===== src/rtl/uart_rx16_pkg.sv =====
// Shared definitions for the 16x-oversampling UART receiver.
package uart_rx16_pkg;

    typedef enum logic [1:0] {
        ST_IDLE  = 2'd0,
        ST_START = 2'd1,
        ST_DATA  = 2'd2,
        ST_STOP  = 2'd3
    } rx_state_t;

    localparam int OVERSAMPLE = 16;

    // Tick indices inside one 16-tick bit period
    localparam logic [3:0] SAMPLE_EARLY = 4'd7;
    localparam logic [3:0] SAMPLE_MID   = 4'd8;
    localparam logic [3:0] SAMPLE_LATE  = 4'd9;
    localparam logic [3:0] TICK_LAST    = 4'(OVERSAMPLE - 1);

    // Two-out-of-three vote used for every data and stop bit
    function automatic logic majority3(input logic a, input logic b, input logic c);
        return (a & b) | (a & c) | (b & c);
    endfunction

endpackage


===== src/rtl/uart_rx16_baud_tick.sv =====
// Oversample tick generator: one-clock pulse every clk_freq/(baud*factor) clocks.
// Shared with the transmitter; clear restarts the period so the receiver can
// align its ticks to a detected start edge.
module uart_baud_tick
    import uart_rx16_pkg::*;
#(
    parameter int clk_freq = 50000000,
    parameter int baud     = 115200,
    parameter int factor   = OVERSAMPLE
) (
    input  logic clk,
    input  logic reset,
    input  logic clear,
    output logic tick
);

    localparam int DIV = clk_freq / (baud * factor);
    localparam int CW  = (DIV > 1) ? $clog2(DIV) : 1;

    if (DIV < 1) begin : g_bad_div
        $error("uart_baud_tick: clk_freq/(baud*factor) truncates to zero");
    end

    logic [CW-1:0] cnt_q;
    logic [CW-1:0] cnt_d;

    // Down-counter reloads at terminal count; the tick is the terminal count itself
    always_comb begin
        cnt_d = cnt_q;
        if (clear || cnt_q == '0) begin
            cnt_d = CW'(DIV - 1);
        end else begin
            cnt_d = cnt_q - 1'b1;
        end
    end

    // Counter register
    always_ff @(posedge clk) begin
        if (reset) begin
            cnt_q <= '0;
        end else begin
            cnt_q <= cnt_d;
        end
    end

    assign tick = (cnt_q == '0);

endmodule


===== src/rtl/uart_rx16.sv =====
// UART receiver with 16x oversampling, majority-vote bit decisions,
// a single holding register and sticky framing/overrun flags.
//
// state    | meaning
// ---------+------------------------------------------------------------
// ST_IDLE  | line idle, waiting for a synchronized low with rx_enable
// ST_START | start bit seen, confirm it at tick 8 (high = glitch)
// ST_DATA  | finish start bit, then vote and shift 8 data bits LSB first
// ST_STOP  | vote stop bit at ticks 7/8/9, deliver byte after tick 15
module uart_rx16
    import uart_rx16_pkg::*;
#(
    parameter int clk_freq = 50000000,
    parameter int baud     = 115200
) (
    input  logic       clk,
    input  logic       reset,
    input  logic       rx_in,
    input  logic       rx_enable,
    input  logic       uld_rx_data,
    output logic [7:0] rx_data,
    output logic       rx_empty,
    output logic       rx_frame_err,
    output logic       rx_over,
    output logic       rx_busy
);

    logic       tick;
    logic       tick_clr;
    logic       rx_s;
    logic       done;

    logic       sync1_q, sync1_d;
    logic       sync2_q, sync2_d;
    rx_state_t  state_q, state_d;
    logic [3:0] tick_cnt_q, tick_cnt_d;
    logic [2:0] bit_cnt_q, bit_cnt_d;
    logic [1:0] samp_q, samp_d;
    logic       half_q, half_d;
    logic [7:0] shift_q, shift_d;
    logic       stop_ok_q, stop_ok_d;
    logic [7:0] data_q, data_d;
    logic       empty_q, empty_d;
    logic       ferr_q, ferr_d;
    logic       over_q, over_d;
    logic       busy_q, busy_d;

    uart_baud_tick #(
        .clk_freq (clk_freq),
        .baud     (baud),
        .factor   (OVERSAMPLE)
    ) u_tick (
        .clk   (clk),
        .reset (reset),
        .clear (tick_clr),
        .tick  (tick)
    );

    assign rx_s = sync2_q;

    // Next-state logic: synchronizer, receive FSM, holding register and flags
    always_comb begin
        sync1_d    = rx_in;
        sync2_d    = sync1_q;
        state_d    = state_q;
        tick_cnt_d = tick_cnt_q;
        bit_cnt_d  = bit_cnt_q;
        samp_d     = samp_q;
        half_d     = half_q;
        shift_d    = shift_q;
        stop_ok_d  = stop_ok_q;
        data_d     = data_q;
        empty_d    = empty_q;
        ferr_d     = ferr_q;
        over_d     = over_q;
        busy_d     = busy_q;
        tick_clr   = 1'b0;
        done       = 1'b0;

        case (state_q)
            ST_IDLE: begin
                if (rx_enable && !rx_s) begin
                    state_d    = ST_START;
                    tick_cnt_d = '0;
                    tick_clr   = 1'b1;
                    busy_d     = 1'b1;
                end
            end
            ST_START: begin
                if (tick) begin
                    tick_cnt_d = tick_cnt_q + 4'd1;
                    if (tick_cnt_q == SAMPLE_MID) begin
                        if (rx_s) begin
                            state_d    = ST_IDLE;
                            tick_cnt_d = '0;
                            busy_d     = 1'b0;
                        end else begin
                            // Hand over mid start bit; half_q skips the rest of it
                            state_d   = ST_DATA;
                            half_d    = 1'b1;
                            bit_cnt_d = '0;
                        end
                    end
                end
            end
            ST_DATA: begin
                if (tick) begin
                    tick_cnt_d = tick_cnt_q + 4'd1;
                    if (half_q) begin
                        if (tick_cnt_q == TICK_LAST) begin
                            half_d = 1'b0;
                        end
                    end else begin
                        if (tick_cnt_q == SAMPLE_EARLY) samp_d[0] = rx_s;
                        if (tick_cnt_q == SAMPLE_MID)   samp_d[1] = rx_s;
                        if (tick_cnt_q == SAMPLE_LATE) begin
                            shift_d = {majority3(samp_q[0], samp_q[1], rx_s), shift_q[7:1]};
                        end
                        if (tick_cnt_q == TICK_LAST) begin
                            bit_cnt_d = bit_cnt_q + 3'd1;
                            if (bit_cnt_q == 3'd7) begin
                                state_d = ST_STOP;
                            end
                        end
                    end
                end
            end
            ST_STOP: begin
                if (tick) begin
                    tick_cnt_d = tick_cnt_q + 4'd1;
                    if (tick_cnt_q == SAMPLE_EARLY) samp_d[0] = rx_s;
                    if (tick_cnt_q == SAMPLE_MID)   samp_d[1] = rx_s;
                    if (tick_cnt_q == SAMPLE_LATE) begin
                        stop_ok_d = majority3(samp_q[0], samp_q[1], rx_s);
                    end
                    if (tick_cnt_q == TICK_LAST) begin
                        state_d    = ST_IDLE;
                        tick_cnt_d = '0;
                        busy_d     = 1'b0;
                        done       = 1'b1;
                    end
                end
            end
            default: begin
                state_d = ST_IDLE;
                busy_d  = 1'b0;
            end
        endcase

        // Disabling abandons any partial frame but leaves held data alone
        if (!rx_enable) begin
            state_d    = ST_IDLE;
            tick_cnt_d = '0;
            half_d     = 1'b0;
            busy_d     = 1'b0;
            done       = 1'b0;
            tick_clr   = 1'b0;
        end

        // Unload first, so a coincident completion lands in a free register
        if (uld_rx_data) begin
            empty_d = 1'b1;
            over_d  = 1'b0;
            ferr_d  = 1'b0;
        end
        if (done) begin
            if (empty_q || uld_rx_data) begin
                data_d  = shift_q;
                empty_d = 1'b0;
            end else begin
                over_d = 1'b1;
            end
            if (!stop_ok_q) begin
                ferr_d = 1'b1;
            end
        end
    end

    // All state and registered outputs
    always_ff @(posedge clk) begin
        if (reset) begin
            sync1_q    <= 1'b1;
            sync2_q    <= 1'b1;
            state_q    <= ST_IDLE;
            tick_cnt_q <= '0;
            bit_cnt_q  <= '0;
            samp_q     <= '0;
            half_q     <= 1'b0;
            shift_q    <= '0;
            stop_ok_q  <= 1'b0;
            data_q     <= '0;
            empty_q    <= 1'b1;
            ferr_q     <= 1'b0;
            over_q     <= 1'b0;
            busy_q     <= 1'b0;
        end else begin
            sync1_q    <= sync1_d;
            sync2_q    <= sync2_d;
            state_q    <= state_d;
            tick_cnt_q <= tick_cnt_d;
            bit_cnt_q  <= bit_cnt_d;
            samp_q     <= samp_d;
            half_q     <= half_d;
            shift_q    <= shift_d;
            stop_ok_q  <= stop_ok_d;
            data_q     <= data_d;
            empty_q    <= empty_d;
            ferr_q     <= ferr_d;
            over_q     <= over_d;
            busy_q     <= busy_d;
        end
    end

    assign rx_data      = data_q;
    assign rx_empty     = empty_q;
    assign rx_frame_err = ferr_q;
    assign rx_over      = over_q;
    assign rx_busy      = busy_q;

endmodule


===== config.mk =====
export PLATFORM = sky130hd
export DESIGN_NAME = uart_rx16
export DESIGN_NICKNAME = d
export VERILOG_FILES = /design/src/rtl/uart_rx16_pkg.sv /design/src/rtl/uart_rx16_baud_tick.sv /design/src/rtl/uart_rx16.sv
export SDC_FILE = /design/constraint.sdc
export NUM_CORES = 1
export LEC_CHECK = 0
export ABC_CLOCK_PERIOD_IN_PS = 2300
export BUFFER_PORTS_ARGS = -buffer_cell sky130_fd_sc_hd__buf_2
export CAP_MARGIN = 25
export CORE_ASPECT_RATIO = 1.5
export CORE_MARGIN = 10
export CORE_UTILIZATION = 57
export DETAILED_ROUTE_END_ITERATION = 6
export MAX_ROUTING_LAYER = met4
export PLACE_DENSITY = 0.81
export SLEW_MARGIN = 20
export SYNTH_ARGS = -nofsm -noshare
export SYNTH_HDL_FRONTEND = slang
export SYNTH_SLANG_ARGS = --single-unit

===== constraint.sdc =====
create_clock -name clk -period 2.3 [get_ports clk]
set_clock_uncertainty 0.2 [all_clocks]
set_input_delay 0.23 -clock clk [delete_from_list [all_inputs] [get_ports clk]]
set_output_delay 0.23 -clock clk [all_outputs]
set_load 0.01 [all_outputs]

Yosys cells after proc, flatten, opt, wreduce, memory -nomap -nowiden
Index checks and enable logic that the tools add are counted.
Widths: inputs -> output; s select.
{"block": "word_totals", "reg_bits": 40, "input_bits": 5, "output_inout_bits": 12, "elab_cells": 128}
{"block": "classes", "n_addsub": 3, "eq_ne": 19, "muxes": 63, "bitwise_logic": 7, "n_reduce_logical": 20}
{"operator": "$mux 1", "n": 30}
{"operator": "$mux 4", "n": 7}
{"operator": "$mux 2", "n": 13}
{"operator": "$ne 2x2->1 const B", "n": 11}
{"operator": "$mux 3", "n": 6}
{"operator": "$pmux 4 s4", "n": 1}
{"operator": "$reduce_and 7->1", "n": 2}
{"operator": "$eq 4x4->1 const B", "n": 3}
{"operator": "$reduce_and 4->1", "n": 3}
{"operator": "$reduce_and 9->1", "n": 1}
{"operator": "$pmux 2 s4", "n": 1}
{"operator": "$pmux 3 s2", "n": 1}
{"operator": "$logic_not 5->1", "n": 1}
{"operator": "$mux 5", "n": 1}
{"operator": "$reduce_and 5->1", "n": 1}
{"operator": "$sub 5x1->5 const B", "n": 1}
{"operator": "$add 4x1->4 const B", "n": 1}
{"operator": "$eq 2x2->1 const B", "n": 2}
{"operator": "$eq 4x3->1 const B", "n": 1}
{"operator": "$pmux 2 s2", "n": 1}
{"operator": "$reduce_bool 2->1", "n": 2}
{"operator": "$reduce_or 2->1", "n": 2}
{"operator": "$add 3x1->3 const B", "n": 1}
{"operator": "$and 1x1->1", "n": 3}
{"operator": "13 further kinds", "n": 16}

Depth between registers and ports, before layout
Gate-level depths: netlist of the first run.
{"block": "depth", "depth_word": 7, "mapped_depth": 7, "depth_no_buf": 6}

By module
From an unflattened synthesis of the first run, not the netlist that was laid out.
{"block": "hier_totals", "cells_unflattened": 188, "hier_area_um2": 1829.3}
{"module": "uart_rx16", "instances": 1, "cells_each": 168, "area_per_inst_um2": 1614.0}
{"module": "uart_baud_tick", "instances": 1, "cells_each": 20, "area_per_inst_um2": 215.2}

Worst setup path after synthesis of the first run
OpenSTA, ideal clock, no wires.
{"block": "synth_timing", "path_type": "flip-flop to flip-flop", "startpoint": "register u_tick.cnt_q[0]", "endpoint": "register bit_cnt_q[1]", "setup_time_ns": 0.070, "arrival_time_ns": 1.754, "required_ns": 2.030, "path_slack_ns": 0.275, "path_stages_with_launch": 7, "n_path_buf": 1, "period_less_slack_ns": 2.025, "cell_sequence": "dfxtp_1 > inv_1 > ha_1 > or4b_1 > buf_2 > or4b_1 > a21oi_1"}
{"block": "synth_via", "elab_chain_cells": 3, "elab_cells_between_ends": 4}
{"element": "start: declaration", "line": "uart_rx16_baud_tick.sv:24", "text": "logic [CW-1:0] cnt_q;"}
{"element": "start signal: assignment", "line": "uart_rx16_baud_tick.sv:42", "text": "cnt_q <= cnt_d;"}
{"element": "$logic_not 5->1 *", "line": "uart_rx16_baud_tick.sv:46", "text": "assign tick = (cnt_q == '0);"}
{"element": "$ne 2x2->1 (no line)"}
{"element": "$reduce_and 7->1 (no line) *"}
{"element": "end signal: assignment", "line": "uart_rx16.sv:201", "text": "bit_cnt_q <= bit_cnt_d;"}
{"element": "end: declaration", "line": "uart_rx16.sv:37", "text": "logic [2:0] bit_cnt_q, bit_cnt_d;"}
Mark *: on every way between the ends. The rest lies on a longest branch, timed or not.
A chain may end at the register's enable or synchronous reset.

Final worst setup path of the first run
{"block": "layout_timing", "startpoint": "register tick_cnt_q[0]", "endpoint": "register bit_cnt_q[1]"}
{"block": "layout_via", "elab_chain_cells": 3, "elab_cells_between_ends": 5}
{"element": "start: declaration", "line": "uart_rx16.sv:36", "text": "logic [3:0] tick_cnt_q, tick_cnt_d;"}
{"element": "start signal: assignment", "line": "uart_rx16.sv:200", "text": "tick_cnt_q <= tick_cnt_d;"}
{"element": "$eq 4x4->1 (on tied branches)", "line": "uart_rx16.sv:92, uart_rx16.sv:119"}
{"element": "$ne 2x2->1 (no line)"}
{"element": "$reduce_and 7->1 (no line) *"}
Marks and branches as above.

==> results of run 1 <==
## worst min-delay path by stage
stage,start,to,slack (ns),cells past startpoint
floorplan,rx_in,sync1_q$_SDFF_PP1_,0.13,1
global placement,sync1_q$_SDFF_PP1_,rx_s$_SDFF_PP1_,0.19,1
detailed placement,sync1_q$_SDFF_PP1_,rx_s$_SDFF_PP1_,0.20,1
CTS,uld_rx_data,rx_empty$_SDFF_PP1_,0.0009,3
global route,uld_rx_data,rx_empty$_SDFF_PP1_,0.02,3
finish,uld_rx_data,rx_empty$_SDFF_PP1_,0.008,3
## cells by family (layout without fill, tap and decap cells)
family                   Yosys count  in the layout  synth area share
buffers and inverters             15             35            0.0326
AO/OA/AOI/OAI                     27             27            0.0958
multiplexers                      20             20             0.111
flip-flops                        40             40             0.444
XOR/XNOR                           2              2           0.00972
AND/OR/NAND/NOR                   88             88             0.259
adder cells (fa/ha/maj)            7              7            0.0472
## synth_stat cells
cell and instances:
and4_1 2, maj3_1 1, nor4b_1 1, and3b_1 3, a21oi_1 10, a22oi_1 2
mux2i_1 20, o21a_1 1, a31oi_1 1, nor4bb_1 2, buf_2 2, nand2b_1 3
or2_2 3, a311oi_1 1, dfxtp_1 40, ha_1 6, o31ai_1 1, inv_1 6
nor3_1 6, o211ai_1 2, o2111a_1 1, nand4_1 5, nor2_1 22, or4b_1 2
or4_1 2, nor2_4 1, clkbuf_1 7, a41oi_1 1, nor3b_1 2, o41ai_1 1
nand2_1 26, xnor2_1 2, o21ai_0 5, nand3b_1 2, nor4_1 1, a32oi_1 1
nand3_1 2, and3_1 2, nand3_2 1
## state kept, by name, indices dropped and copies added (netlist names), 2 cells and up, named ones only
signal        count
rx_data           8
shift_q           8
bit_cnt_q         3
tick_cnt_q        4
samp_q            2
u_tick.cnt_q      5
## report_power, final
| part | switching, mW | leakage [nW] | internal, mW |
|---|---|---|---|
| clock | 0.244 | 0.0414 | 0.216 |
| sequential | 0.0393 | 0.324 | 0.734 |
| combinational | 0.162 | 0.484 | 0.120 |
## repair_timing
action / in CTS / in global routing
gates resized for setup: 0 / 2
setup endpoints to repair: 0 / 18
hold buffers: 1 / 0
hold endpoints to repair: 1 / 0
## per-stage QoR
step / cell area (um^2) / setup WS [ns]
finish: 2030 / 0.190
detailed placement: 1920 / 0.108
global route: 2030 / 0.0568
floorplan: 1800 / 0.275
global placement: 1920 / 0.197
CTS: 2020 / 0.0864
## area by class of cell
type                       count  share of cell area
timing repair buffer          21              0.0591
multi-input combinational    144               0.468
inverter                       6              0.0111
sequential                    40               0.394
clock inverter                 2             0.00800
tap                           39              0.0240
clock buffer                   6              0.0357
## per-layer routing
layer / wire length [um] / part of all wire
met2: 2200 / 0.57
met3: 124 / 0.032
met1: 1470 / 0.38
met5: 0 / 0
met4: 56 / 0.015
## worst min-delay path, delay by kind of cell
kind | cells | cell delay [ns]
simple gates | 1 | 0.06
compound gates | 1 | 0.08
buf+inv | 1 | 0.10
## cells in the final DEF (no fill, tap or decap), types with 2 or more instances in the layout
| cell type | n |
|---|---|
| nor3b_1 | 2 |
| nand4_1 | 5 |
| nand2_1 | 26 |
| a22oi_1 | 2 |
| inv_1 | 6 |
| o21ai_0 | 5 |
| clkbuf_8 | 5 |
| and3_1 | 2 |
| mux2i_1 | 20 |
| and4_1 | 2 |
| a21oi_1 | 10 |
| xnor2_1 | 2 |
| or4_1 | 2 |
| nand3_1 | 2 |
| ha_1 | 6 |
| or2_2 | 3 |
| nor3_1 | 6 |
| nand3b_1 | 2 |
| nor2_1 | 22 |
| nand2b_1 | 3 |
| buf_2 | 16 |
| o211ai_1 | 2 |
| nor4bb_1 | 2 |
| and3b_1 | 3 |
| dfxtp_1 | 40 |
| buf_4 | 4 |
==> flow_summary_export.csv, run 1 <==
group,metric,value,unit
global_route,grt_use_met2,0.280,
timing,setup_viol,0,
layout,area_overhead_of_the_layout_relative_to_synthesis,12.8,%
global_route,grt_most_used_layer,"met2",
layout,postLayoutCoreUtil,0.684,
min_path,hp-class,"in -> reg",
floorplanning,die_height,88.9,um
worst_setup_path,critical_path_required,2.32,ns
routing,drt_iter0_drc,80,
placement,finalWeightedCongestion,0.878,
layout,inserted_diodes,0,
synthesis,number_of_nets_produced_by_synthesis,210,
pwr,pwr_density_cell,746,nW/um^2
flow_run,maxcap_violations,0,
worst_setup_path,worst-r2r-setup-slack,0.19,ns
layout,multi_input_comb_area,952,um^2
worst_setup_path,critical-path-slowest-cell,"or4b_1",
global_route,grt_pass1_vias,1585,
timing,tns,0,ns
clock_network,path_clk_slew,0.08,ns
timing,timing.final.crit_share,0.918,
worst_setup_path,critical_path_depth,5,
placement,dp_hpwl,2860,um
timing,hold_viol_final,0,
worst_setup_path,crit_path_cell_chain,"ha_1 -> and3_1 -> a32oi_1 -> or4b_1 -> a21oi_1",
timing,report.final.slew_viol_count,0,
clock_network,cts_htree_levels,2,
synthesis,syn-cell-area,1800,um^2
global_route,gr-usage-met3,0.0392,
pwr,report.power.total,1.52,mW
worst_setup_path,crit_arrival,2.13,ns
pwr,power_leakage,0.850,nW
routing,viasPerCell,5.86,
clock_network,postCtsSetupRepairBufs,0,
pwr,power.ir.vdd_worst,0.716,mV
global_route,grt_first_pass_wirelength,6640,um
worst_setup_path,critical_path.top_delay_family,"simple AND/OR/NAND/NOR gates",
worst_setup_path,cp_slowest_stage_delay,0.55,ns
timing,worst_slew_margin_rel,0.686,
synthesis,post_synth_num_cell_types,39,
worst_setup_path,cp_num_buf_inv,0,
global_route,maximum_number_of_pins_on_one_net_before_global_route_repair,24,
clock_network,clockBufferDepth,2,
worst_setup_path,worstSetupPathType,"reg -> reg",
synthesis,ys_seq_elements,40,
worst_setup_path,crit-reg2reg-launch,"tick_cnt_q[0]$_SDFFE_PP0P_",
placement,place_inst,249,
placement,io_buffer_count,16,
worst_setup_path,worst_r2r_path_depth,5,
routing,ant_nets_after_route,0,
worst_setup_path,critical_path.reg2reg.endpoint,"bit_cnt_q[1]$_SDFFE_PP0P_",
floorplanning,floorplan.die_area,5860,um^2
global_route,grtUsageMet1,0.126,
synthesis,synth_area_per_cell,9.05,um^2
floorplanning,floorplan.initialDensity,0.606,
floorplanning,fp.dieW,65.9,um
synthesis,synth.yosys.warnings,0,
timing,clock.fmax,474,MHz
synthesis,synth_largest_type_area_fraction,0.444,
global_route,antenna_found_initial,0,
routing,routed-via-count,1511,
worst_setup_path,crit_path_end_kind,"flop",
timing,whs,0.00816,ns
worst_setup_path,crit_start,"tick_cnt_q[0]$_SDFFE_PP0P_",
synthesis,synth-seq-area-share,0.444,
routing,totalWireLength,3850,um
floorplanning,design.portCount,17,
clock_network,clock_latency,0.29,ns
layout,drive_gt1_frac,0.155,
worst_setup_path,worstPathMaxFanout,6,
timing,grt_setup_unrepaired,"no",
layout,fillers,248,
global_route,globalRouteOverflowTotal,0,
synthesis,synthDominantAreaCellType,"dfxtp_1",
clock_network,clock_sink_count,40,
synthesis,synthTopCellsByArea,"dfxtp_1, mux2i_1, nand2_1, nor2_1, ha_1",
routing,detail_route.wl_per_cell,14.9,um
routing,drt-pass1-iter-count,4,
layout,ff_latch_area,801,um^2
global_route,grtUsageTotal,0.145,
clock_network,cts_tree,"done",
routing,detail_route.drc_violations,0,
layout,finish.cell_count_without_fillers,258,
synthesis,syn-instance-count,199,
worst_setup_path,critical_path.startpoint_type,"flop",
outcome,outcome,"finished clean",
clock_network,clk_root_buffer_cell,"clkbuf_8",
timing,worst-slew-pin-transition,0.471,ns
clock_network,cts-buffers-inserted,5,
layout,fin_nets,229,
floorplanning,fp-row-count,24,
floorplanning,coreArea,2970,um^2
timing,final.min_clock_period,2.11,ns
worst_setup_path,timing.critical_path.to,"bit_cnt_q[1]$_SDFFE_PP0P_",
Note: power is estimated with default switching activity, not from simulation.
==> run 2: changes to the inputs <==
--- a/config.mk
+++ b/config.mk
@@ -13,7 +13,7 @@
 export CORE_UTILIZATION = 57
 export DETAILED_ROUTE_END_ITERATION = 6
 export MAX_ROUTING_LAYER = met4
-export PLACE_DENSITY = 0.81
+export PLACE_DENSITY = 0.82
 export SLEW_MARGIN = 20
 export SYNTH_ARGS = -nofsm -noshare
 export SYNTH_HDL_FRONTEND = slang
==> run 2 against run 1 <==
Net effect: sequential power down 0.6%; sequential share of layout area up 0.097 points; register-to-register slack lost 0.09 ns; largest power group unchanged; first-iteration DRC count grew 21%; non-clock buffer count unchanged; final area down 0.25%; utilization fell by 0.17 points; critical path type unchanged; power rose by 1.1%.
==> flow_summary_export.csv, run 2 (synthesis results as in run 1) <==
group,metric,value,unit
global_route,grt_pass1_vias,1535,
layout,layout.cells.most_common_list,"dfxtp_1, nand2_1, nor2_1",
worst_setup_path,crit_path_end_kind,"flop",
pwr,switching_share,0.293,
clock_network,post_cts_resized,0,
timing,timing.final.crit_share,0.958,
timing,grt_setup_unrepaired,"no",
global_route,globalRouteOverflowTotal,0,
timing,clock.fmax,454,MHz
timing,report.final.slew_viol_count,0,
outcome,outcome,"finished clean",
routing,routed-via-count,1522,
pwr,power.internal,1.08,mW
timing,hold_viol_final,0,
pwr,sw_power,448,uW
pwr,clockPowerShare,0.320,
floorplanning,design.portCount,17,
clock_network,clockBufferDepth,2,
floorplanning,die_height,88.9,um
timing,tns,0,ns
global_route,maximum_number_of_pins_on_one_net_before_global_route_repair,24,
flow_run,maxcap_violations,0,
global_route,antenna_found_initial,0,
layout,drive_gt1_frac,0.146,
floorplanning,floorplan.initialDensity,0.606,
routing,detail_route.drc_violations,0,
pwr,report.power.total,1.53,mW
floorplanning,fp.dieW,65.9,um
placement,dp_hpwl,2860,um
timing,final.min_clock_period,2.20,ns
floorplanning,fp-row-count,24,
layout,fillers,238,
min_path,hp-class,"in -> reg",
routing,drt-pass1-iter-count,4,
clock_network,cts-buffers-inserted,5,
worst_setup_path,crit_arrival,2.24,ns
routing,ant_nets_after_route,0,
timing,worst-slew-pin-transition,0.492,ns
clock_network,path_clk_slew,0.08,ns
placement,finalWeightedCongestion,0.837,
floorplanning,floorplan.die_area,5860,um^2
worst_setup_path,critical_path_required,2.33,ns
layout,area_overhead_of_the_layout_relative_to_synthesis,12.6,%
pwr,power_leakage,0.849,nW
clock_network,cts_htree_levels,2,
routing,detail_route.wl_per_cell,15.3,um
clock_network,cts_tree,"done",
placement,io_buffer_count,16,
layout,inserted_diodes,0,
pwr,pwr_density_cell,755,nW/um^2
floorplanning,coreArea,2970,um^2
worst_setup_path,worstSetupPathType,"reg -> reg",
layout,fin_nets,229,
timing,setup_viol,0,
layout,mostFrequentLayoutCell,"dfxtp_1",
global_route,grt_first_pass_wirelength,6840,um
clock_network,clock_latency,0.30,ns
global_route,grtUsageTotal,0.153,
pwr,power.ir.vdd_worst,0.742,mV
routing,viasPerCell,5.90,
pwr,sequential_cell_fraction_of_total_power,0.502,
pwr,power.share.combinational,0.178,
worst_setup_path,worstPathMaxFanout,10,
clock_network,clock_sink_count,40,
timing,worst_slew_margin_rel,0.672,
clock_network,clk_root_buffer_cell,"clkbuf_8",
routing,drt_iter0_drc,97,
routing,totalWireLength,3950,um
worst_setup_path,critical_path.startpoint_type,"flop",
[run 2: cell types whose count changed in the layout (fill, tap and decap cells not counted)]
cell	delta
or4b_1	+1
clkbuf_8	+1
nor4b_2	-1
or4b_4	-1
clkinv_4	-1
nor4b_1	+1
[run 2: cell type report]
type                            instances  area (um^2)  area share
Multi-Input combinational cell        144          942       0.465
Sequential cell                        40          801       0.395
Timing Repair Buffer                   21          120      0.0592
Clock buffer                            7         86.3      0.0426
Tap cell                               39         48.8      0.0241
Inverter                                6         22.5      0.0111
Clock inverter                          1         7.51     0.00370
[run 2: power by group through the flow]
stage / logic, mW / clock network (mW) / registers (mW)
CTS: 0.273 / 0.498 / 0.768
global placement: 0.248 / 0 / 0.780
global route: 0.308 / 0.524 / 0.774
finish: 0.273 / 0.490 / 0.769
detailed placement: 0.265 / 0 / 0.785
floorplan: 0.210 / 0 / 0.775
[run 2: routing by layer]
metal | vias to the layer above | wire [um] | track usage
met1 | 743 | 1550 | 0.143
li1 | 745 | - | -
met4 | 0 | 76 | 0.0742
met5 | - | 0 | -
met2 | 28 | 2200 | 0.274
met3 | 6 | 119 | 0.0456
[run 2: stage by stage]
stage,area [um^2],hold WS [ns],std cells,setup slack (ns),utilization
after floorplan,1800,0.134,199,0.275,-
after CTS,2030,0.00206,258,0.0969,0.682
after global placement,1920,0.192,249,0.204,0.647
after global routing,2030,0.0407,258,0.0233,0.682
after detailed placement,1920,0.196,249,0.128,0.647
final,2030,0.0184,258,0.0972,0.682
[run 2: worst max-delay path, cell delays in order, from the launching register on]
cell     delay (ns)
dfxtp_1        0.33
inv_1          0.06
ha_1           0.21
or4b_1         0.61
or4_1          0.57
a21oi_1        0.15
[run 2: path summary, 6_finish.rpt]
check,start,end,slack [ns],cells past startpoint
max,u_tick.cnt_q[0]$_SDFF_PP0_,bit_cnt_q[0]$_SDFFE_PP0P_,0.1,5
min,uld_rx_data,rx_empty$_SDFF_PP1_,0.02,3
max reg2reg,u_tick.cnt_q[0]$_SDFF_PP0_,bit_cnt_q[0]$_SDFFE_PP0P_,0.1,5
min reg2reg,sync1_q$_SDFF_PP1_,rx_s$_SDFF_PP1_,0.21,1
[run 2: what timing repair did]
item                      CTS  global route
hold endpoints to repair    1             0
hold buffers                1             0
setup buffers               0             0
